## src/rtl/gene_net_if.sv

```systemverilog
`default_nettype none
// ============================================================================
// Module   : gene_net_if
// Brief    : Control/result bundle between the board front end and the
//            gene_net_sim engine. master = front end, slave = engine.
// Revision : 1.0  initial release
// ============================================================================
interface gene_net_if #(
    parameter int N  = 8,
    parameter int SW = 8
);
    logic             start;
    logic [N-1:0]     init_state;
    logic [N*N-1:0]   act_mask;
    logic [N*N-1:0]   rep_mask;
    logic [SW-1:0]    max_steps;
    logic             busy;
    logic             done;
    logic [N-1:0]     state;
    logic [SW-1:0]    steps;
    logic [1:0]       status;

    modport master (
        output start, init_state, act_mask, rep_mask, max_steps,
        input  busy, done, state, steps, status
    );

    modport slave (
        input  start, init_state, act_mask, rep_mask, max_steps,
        output busy, done, state, steps, status
    );
endinterface
`default_nettype wire

```

## src/rtl/gene_net_sim.sv

```systemverilog
`default_nettype none
// ============================================================================
// Module   : gene_net_sim
// Brief    : Sequential Boolean gene-network engine. Iterates x <= f(x) from
//            a loaded initial state until a fixed point, a step limit or,
//            when GENE_NET_CYCLE2_EN is defined, a period-2 oscillation.
//            Node rules are runtime activator/repressor masks.
// Macro    : GENE_NET_CYCLE2_EN - enables period-2 cycle detection (status 11)
// Revision : 1.0  initial release
// ============================================================================
module gene_net_sim #(
    parameter int N  = 8,
    parameter int SW = 8
) (
    input  logic       clk,
    input  logic       rst,
    gene_net_if.slave  bus
);

    localparam logic [1:0] ST_IDLE = 2'd0;
    localparam logic [1:0] ST_RUN  = 2'd1;
    localparam logic [1:0] ST_FIN  = 2'd2;

    localparam logic [1:0] STAT_NONE  = 2'b00;
    localparam logic [1:0] STAT_FIXED = 2'b01;
    localparam logic [1:0] STAT_TIME  = 2'b10;
`ifdef GENE_NET_CYCLE2_EN
    localparam logic [1:0] STAT_CYC2  = 2'b11;
`endif

    logic [1:0]     fsm;
    logic [N-1:0]   cur_state;
    logic [SW-1:0]  step_cnt;
    logic [1:0]     run_status;
    logic [N*N-1:0] act_lat;
    logic [N*N-1:0] rep_lat;
    logic [SW-1:0]  max_lat;
    logic [N-1:0]   nxt;
`ifdef GENE_NET_CYCLE2_EN
    logic [N-1:0]   prev_state;
    logic           prev_valid;
`endif

    // Next-state rule: a node with no activators is constitutively on,
    // any active repressor forces it off.
    always_comb begin
        nxt = '0;
        for (int i = 0; i < N; i++) begin
            nxt[i] = ((act_lat[i*N +: N] == '0) || (|(cur_state & act_lat[i*N +: N])))
                     && !(|(cur_state & rep_lat[i*N +: N]));
        end
    end

    // Run controller: load on start, iterate with termination checks in
    // priority order, then a single FIN cycle before returning to IDLE.
    always_ff @(posedge clk) begin
        if (rst) begin
            fsm        <= ST_IDLE;
            cur_state  <= '0;
            step_cnt   <= '0;
            run_status <= STAT_NONE;
            act_lat    <= '0;
            rep_lat    <= '0;
            max_lat    <= '0;
`ifdef GENE_NET_CYCLE2_EN
            prev_state <= '0;
            prev_valid <= 1'b0;
`endif
        end else begin
            case (fsm)
                ST_IDLE: begin
                    if (bus.start) begin
                        act_lat    <= bus.act_mask;
                        rep_lat    <= bus.rep_mask;
                        max_lat    <= bus.max_steps;
                        cur_state  <= bus.init_state;
                        step_cnt   <= '0;
                        run_status <= STAT_NONE;
`ifdef GENE_NET_CYCLE2_EN
                        prev_valid <= 1'b0;
`endif
                        fsm        <= ST_RUN;
                    end
                end
                ST_RUN: begin
                    if (nxt == cur_state) begin
                        run_status <= STAT_FIXED;
                        fsm        <= ST_FIN;
                    end
`ifdef GENE_NET_CYCLE2_EN
                    else if (prev_valid && (nxt == prev_state) && (nxt != cur_state)) begin
                        run_status <= STAT_CYC2;
                        fsm        <= ST_FIN;
                    end
`endif
                    // Limit is tested before the increment so the counter never wraps.
                    else if (step_cnt == max_lat) begin
                        run_status <= STAT_TIME;
                        fsm        <= ST_FIN;
                    end else begin
                        cur_state  <= nxt;
                        step_cnt   <= step_cnt + 1'b1;
`ifdef GENE_NET_CYCLE2_EN
                        prev_state <= cur_state;
                        prev_valid <= 1'b1;
`endif
                    end
                end
                ST_FIN: begin
                    fsm <= ST_IDLE;
                end
                default: begin
                    fsm <= ST_IDLE;
                end
            endcase
        end
    end

    assign bus.busy   = (fsm == ST_RUN) || (fsm == ST_FIN);
    assign bus.done   = (fsm == ST_FIN);
    assign bus.state  = cur_state;
    assign bus.steps  = step_cnt;
    assign bus.status = run_status;

endmodule
`default_nettype wire
```

## src/flat_wrapper.sv

```systemverilog
// flat-port wrapper written by rule: the top's interface ports become plain ports
module gene_net_sim_flat 
#(
    parameter int N  = 8,
    parameter int SW = 8
)
  (clk, rst, bus_start, bus_init_state, bus_act_mask, bus_rep_mask, bus_max_steps, bus_busy, bus_done, bus_state, bus_steps, bus_status);
  gene_net_if #(.N(N), .SW(SW)) bus_i ();
  input  logic clk;
  input  logic rst;
  input wire logic [$bits(bus_i.start)-1:0] bus_start;
  input wire logic [$bits(bus_i.init_state)-1:0] bus_init_state;
  input wire logic [$bits(bus_i.act_mask)-1:0] bus_act_mask;
  input wire logic [$bits(bus_i.rep_mask)-1:0] bus_rep_mask;
  input wire logic [$bits(bus_i.max_steps)-1:0] bus_max_steps;
  output wire logic [$bits(bus_i.busy)-1:0] bus_busy;
  output wire logic [$bits(bus_i.done)-1:0] bus_done;
  output wire logic [$bits(bus_i.state)-1:0] bus_state;
  output wire logic [$bits(bus_i.steps)-1:0] bus_steps;
  output wire logic [$bits(bus_i.status)-1:0] bus_status;
  assign bus_i.start = bus_start;
  assign bus_i.init_state = bus_init_state;
  assign bus_i.act_mask = bus_act_mask;
  assign bus_i.rep_mask = bus_rep_mask;
  assign bus_i.max_steps = bus_max_steps;
  assign bus_busy = bus_i.busy;
  assign bus_done = bus_i.done;
  assign bus_state = bus_i.state;
  assign bus_steps = bus_i.steps;
  assign bus_status = bus_i.status;
  gene_net_sim #(.N(N), .SW(SW)) u_core (.clk(clk), .rst(rst), .bus(bus_i));
endmodule
```

## config.mk

```make
export PLATFORM = sky130hd
export DESIGN_NAME = gene_net_sim_flat
export DESIGN_NICKNAME = d
export VERILOG_FILES = /design/src/rtl/gene_net_if.sv /design/src/rtl/gene_net_sim.sv /design/src/flat_wrapper.sv
export SDC_FILE = /design/constraint.sdc
export NUM_CORES = 1
export LEC_CHECK = 0
export BUFFER_PORTS_ARGS = -buffer_cell sky130_fd_sc_hd__buf_2
export CORE_MARGIN = 8
export CORE_UTILIZATION = 48
export CTS_CLUSTER_SIZE = 20
export DETAILED_ROUTE_END_ITERATION = 10
export GPL_ROUTABILITY_DRIVEN = 1
export PLACE_DENSITY = 0.77
export SYNTH_ARGS = -nofsm -noshare
export SYNTH_HDL_FRONTEND = slang
export SYNTH_SLANG_ARGS = --single-unit
```

## constraint.sdc

```tcl
create_clock -name clk -period 2.25 [get_ports clk]
set_input_delay 0 -clock clk [delete_from_list [all_inputs] [get_ports clk]]
set_output_delay 0 -clock clk [all_outputs]
set_load 0.005 [all_outputs]
```

==> Word-level counts from Yosys, hierarchy flattened <==
Cells that the tools add are included.
{ "word_totals": {"register_bits": 156, "inputBits": 147, "out_inout_bits": 20, "elab_cells": 102} }
{ "classes": {"n_addsub": 1, "eq_ne": 8, "muxes": 15, "bitwise_logic": 16, "n_reduce_logical": 55} }
{ "ops": {"columns": ["op", "n"], "rows": [
  ["AND 8 bit", 16],
  ["OR reduction 8 bit", 16],
  ["zero test 8 bit", 8],
  ["2-to-1 mux 8 bit", 6],
  ["case mux 8 bit (2 select lines)", 2],
  ["equality test 8 bit", 2],
  ["2-to-1 mux 2 bit", 5],
  ["logical OR 1 bit", 9],
  ["adder 8 x 1 -> 8 bit, second input constant", 1],
  ["logical AND 1 bit", 8],
  ["zero test 1 bit", 8],
  ["case mux 2 bit (2 select lines)", 2],
  ["inequality test 2 bit, second input constant", 3],
  ["AND reduction 2 bit", 2],
  ["AND reduction 4 bit", 1],
  ["inequality test 3 x 1 -> 1 bit, second input constant", 1],
  ["AND reduction 3 bit", 1],
  ["equality test 2 x 1 -> 1 bit, second input constant", 1],
  ["equality test 2 bit, second input constant", 1],
  ["zero test 2 bit", 1],
  ["nonzero test 2 bit", 1]
]} }

==> Longest topological paths before layout <==
{ "depth": {"ltp_word": 7, "depth_mapped": 12, "mapped_depth_nobuf": 8} }

==> Worst setup path after synthesis <==
Ideal clock, no wire load.
{ "synth_path": {"path_kind": "register to register", "start": "register u_core.cur_state[7] (netlist: u_core.bus.state[7])", "end": "register u_core.step_cnt[6] (netlist: u_core.bus.steps[6])", "setup_time_ns": 0.074, "arrival_time_ns": 2.449, "t_required_ns": 2.176, "setup_slack_ns": -0.273, "path_stages_with_launch": 10, "n_path_buf": 1, "period_less_slack_ns": 2.523, "path_cell_list": "dfxtp_1 buf_2 a22o_1 or4_1 or2_1 o32ai_2 nor4_2 a21o_1 or4_1 a31oi_1"} }
{ "synth_via": {"elab_chain_cells": 7, "elab_cells_between_ends": 59, "cone_classes": "eq/ne: 2; bitwise: 16; reduce/logical: 41"} }
{ "synth_rtl": {"columns": ["item", "line", "source"], "rows": [
  ["start, declared", "gene_net_sim.sv:32", "logic [N-1:0] cur_state;"],
  ["start signal, assigned", "gene_net_sim.sv:76", "cur_state <= bus.init_state;"],
  ["start signal, assigned", "gene_net_sim.sv:101", "cur_state <= nxt;"],
  ["AND 8 bit (on tied branches)", "gene_net_sim.sv:49, gene_net_sim.sv:50", null],
  ["OR reduction 8 bit (on tied branches)", "gene_net_sim.sv:49, gene_net_sim.sv:50", null],
  ["logical OR 1 bit / zero test 1 bit (equally long branches)", "gene_net_sim.sv:49, gene_net_sim.sv:50", null],
  ["logical AND 1 bit", "gene_net_sim.sv:50", "&& !(|(cur_state & rep_lat[i*N +: N]));"],
  ["equality test 8 bit (*)", "gene_net_sim.sv:86", "if (nxt == cur_state) begin"],
  ["inequality test 2 bit (no source line) (*)", null, null],
  ["AND reduction 4 bit (no source line) (*)", null, null],
  ["end signal, assigned", "gene_net_sim.sv:102", "step_cnt <= step_cnt + 1'b1;"],
  ["end, declared", "gene_net_sim.sv:33", "logic [SW-1:0] step_cnt;"]
]} }
Mark *: on every way between the ends. The rest lies on a longest branch, timed or not.
A chain may end at the register's enable or synchronous reset.

==> Worst setup path in the final report <==
{ "layout_path": {"start": "register u_core.cur_state[6] (netlist: u_core.bus.state[6])", "end": "register u_core.step_cnt[4] (netlist: u_core.bus.steps[4])"} }
Same word-level chain as after synthesis.

==> impl_results.md <==
- Final cell count without fillers: between 1,000 and 1,500
- Clock latency on the worst-skew pair: 430 ps
- Routed via count: slightly below 9,000
- #FFs+latches synth: between 150 and 200
- Max Cap Viol: 0
- Combinational Power Share: 0.427
- GR Util met1: 0.329
- Worst Path Max Fanout: 10
- Outcome: finished, violations left
- Synth top area share: 0.450
- Share of layout cells above drive strength 1: 0.278
- Minimum clock period: between 2000 and 3000 ps
- Startpoint types: flip-flop
- Syn Area/Cell: 7.73 sq um
- Antenna violations before repair: 0
- IO buf count: between 150 and 200
- Register area share after synthesis: 0.450
- Post-synthesis cell count: 898
- FP Rows: 44
- Largest net degree at the start of global routing: ~140
- Die width: 136 um
- GRT Util Overall: 0.292
- Remaining DRCs: 0
- Int Power: 7800 uW
- Routed Antenna Nets: 0
- DR iter-0 viols: ~1,300
- Diode count: 0
- Sw frac: 0.369
- Flop pwr share: 0.303
- Die area: about 19,000 sq um
- Slew Limit Fails: 0
- Most common cell in the synthesized netlist: nand2_1
- Crit share post-route: 1.21
- Crit path capture type: flip-flop
- Layout area overhead: 59.8%
- Final Hold Slack: approximately 140 ps
- WS Path Type: flip-flop to flip-flop
- Cell Pwr Density: 1120 nW/um^2
- DP Wirelength: roughly 16,000 um
- Synth async-reset ratio: 0
- Number of distinct library cells after synthesis: 51
- Clock share of power: 0.270
- WL/cell: 20.5 um
- Hold WC Path Type: input pin to flip-flop
- I/O Pins: 167
- Final total power: roughly 12,000 uW
- Failing checks: setup timing
- FF-to-FF setup slack: -480 ps
- Area contributors post-synth: dfxtp_1 45%, nand2_1 17%, a21oi_1 10%, a22oi_1 4.3%, clkbuf_1 2.9%
- Pre-CTS setup slack: -439 ps
- Initial Util: 0.485
- Leakage: a little under 0.005 uW
- Total CTS buffers: 17
- Pre-Repair DR Iteration Count: 8
- Htree depth: 4
- Synth area leader: dfxtp_1
- Gr ovfl total: 0
- Data required, critical path: ~2600 ps
- Nets: 1,417
- First-pass GRT wire length: 43,200 um
- Gr busiest metal: met2
- TritonCTS Sinks: 156
- CTS tree: yes
- Cells after DPL: 1,265
- Vias in the first global route: a little under 9,000
- Clock buffer depth: 2
- Worst-path clk slew: about 60 ps
- Setup violations, final: 20
- Worst VDD drop: 0.637 mV
- Final Hold Viols: 0
- Worst-Margin Slew: roughly 480 ps
- Critical Path AT: 3030 ps
- Total Routed Length: 30,000 um
- EDFF count, synth: 0
- Die Span Y: 136 um
- Setup ws final: -478 ps
- Core Footprint: 14,300 sq um
- RSZ-0062 raised after global routing: yes
- Relative slew margins: 0.681
- Warnings from Yosys: 0
- Post-synth top cells: 308 x nand2_1, 156 x dfxtp_1, 140 x a21oi_1, 54 x clkbuf_1, 40 x a22oi_1
- DR vias/cell: 6.04
- CTS Root Buffer Type: clkbuf_16
- Mapped Area: about 7000 sq um
- Achievable Freq: approximately 370 MHz
- Ys flop type: dfxtp_1
- Met2 global-route usage: 0.495
- P_sw: 4570 uW
- Placer Congestion: 0.897
- Met3 usage: 0.0721
- Syn nets: between 1,000 and 1,500
- Layout Utilization: 0.775
- Clock Skew: between 6 and 7 ps
## cell usage in the layout, fill, tap and decap left out, drive strengths merged, types with 11 or more instances in the layout
cell type    instances
nor2                15
nor4                14
a21oi              140
clkbuf              20
nand2              309
a22oi               40
buf                267
or4                 11
dlygate4sd3        150
a22o                22
dfxtp              156
## final cells by class
cell class                      count  area, sq um
Multi-Input combinational cell    666         3740
Timing Repair Buffer              420         3280
Fill cell                         864         3220
Sequential cell                   156         3150
Clock buffer                       17          425
Clock inverter                     12          246
Tap cell                          184          230
Inverter                            5         18.8
## power groups by stage
stage / registers (uW) / logic [uW] / clock network [uW]
global placement: 3710 / 3930 / 0
floorplan: 3540 / 2550 / 0
finish: 3750 / 5290 / 3340
global route: 3780 / 5570 / 3420
detailed placement: 3720 / 3990 / 0
CTS: 3690 / 4630 / 3310
## metrics by stage
stage / cell area (sq um) / TNS, ps
2_1_floorplan: 6980 / -1860
3_3_place_gp: 8460 / -6730
3_5_place_dp: 8460 / -7180
4_1_cts: 10900 / -2840
5_1_grt: 11100 / -9780
6_report: 11100 / -8040
## path summary, 6_finish.rpt
check | from | to | depth (start not counted)
hold reg to reg | u_core.rep_lat[3] | u_core.rep_lat[3] | 2
setup reg to reg | u_core.bus.state[6] | u_core.bus.steps[4] | 11
setup / recovery | u_core.bus.state[6] | u_core.bus.steps[4] | 11
hold / removal | bus_init_state[7] | u_core.bus.state[7] | 5
## per-layer routing
metal / part of all wire / wire length, um / vias to the layer above
met1: 0.37 / 11000 / 4079
met2: 0.47 / 14200 / 659
met4: 0.064 / 1920 / 0
met3: 0.098 / 2930 / 219
met5: 0 / 0 / -
li1: - / - / 3866
## sequential cells by signal (all words and copies together) (netlist names)
signal,count
u_core.fsm,2
u_core.bus.state,8
u_core.max_lat,8
u_core.bus.status,2
u_core.act_lat,64
u_core.rep_lat,64
u_core.bus.steps,8
## repair_timing
| action | CTS | global route |
|---|---|---|
| gates cloned | 0 | 3 |
| setup endpoints to repair | 20 | 25 |
| hold buffers | 150 | 0 |
| pin swaps | 14 | 21 |
| hold endpoints to repair | 153 | 0 |
| gates resized for setup | 49 | 20 |
| setup buffers | 13 | 2 |
## kinds of logic after synthesis
group	after synthesis	synth area share
buffers and inverters	76	0.0467
AOI/OAI and AO/OA	251	0.229
adders and majority gates	4	0.00721
DFF	156	0.450
xor gates and xnor gates	8	0.0101
muxes	10	0.0144
and+or+nand+nor	393	0.242
## worst max-delay path, cell delays in order (launching register included)
cell     delay, ps
dfxtp_2        340
buf_12         150
buf_8          140
a22oi_2        290
nand2_2        150
nor3_4         250
o32ai_2        160
nor4_4         510
buf_4          220
a21oi_2         60
mux2i_1        220
a21oi_1        110
Note: power is estimated with default switching activity, not from simulation.
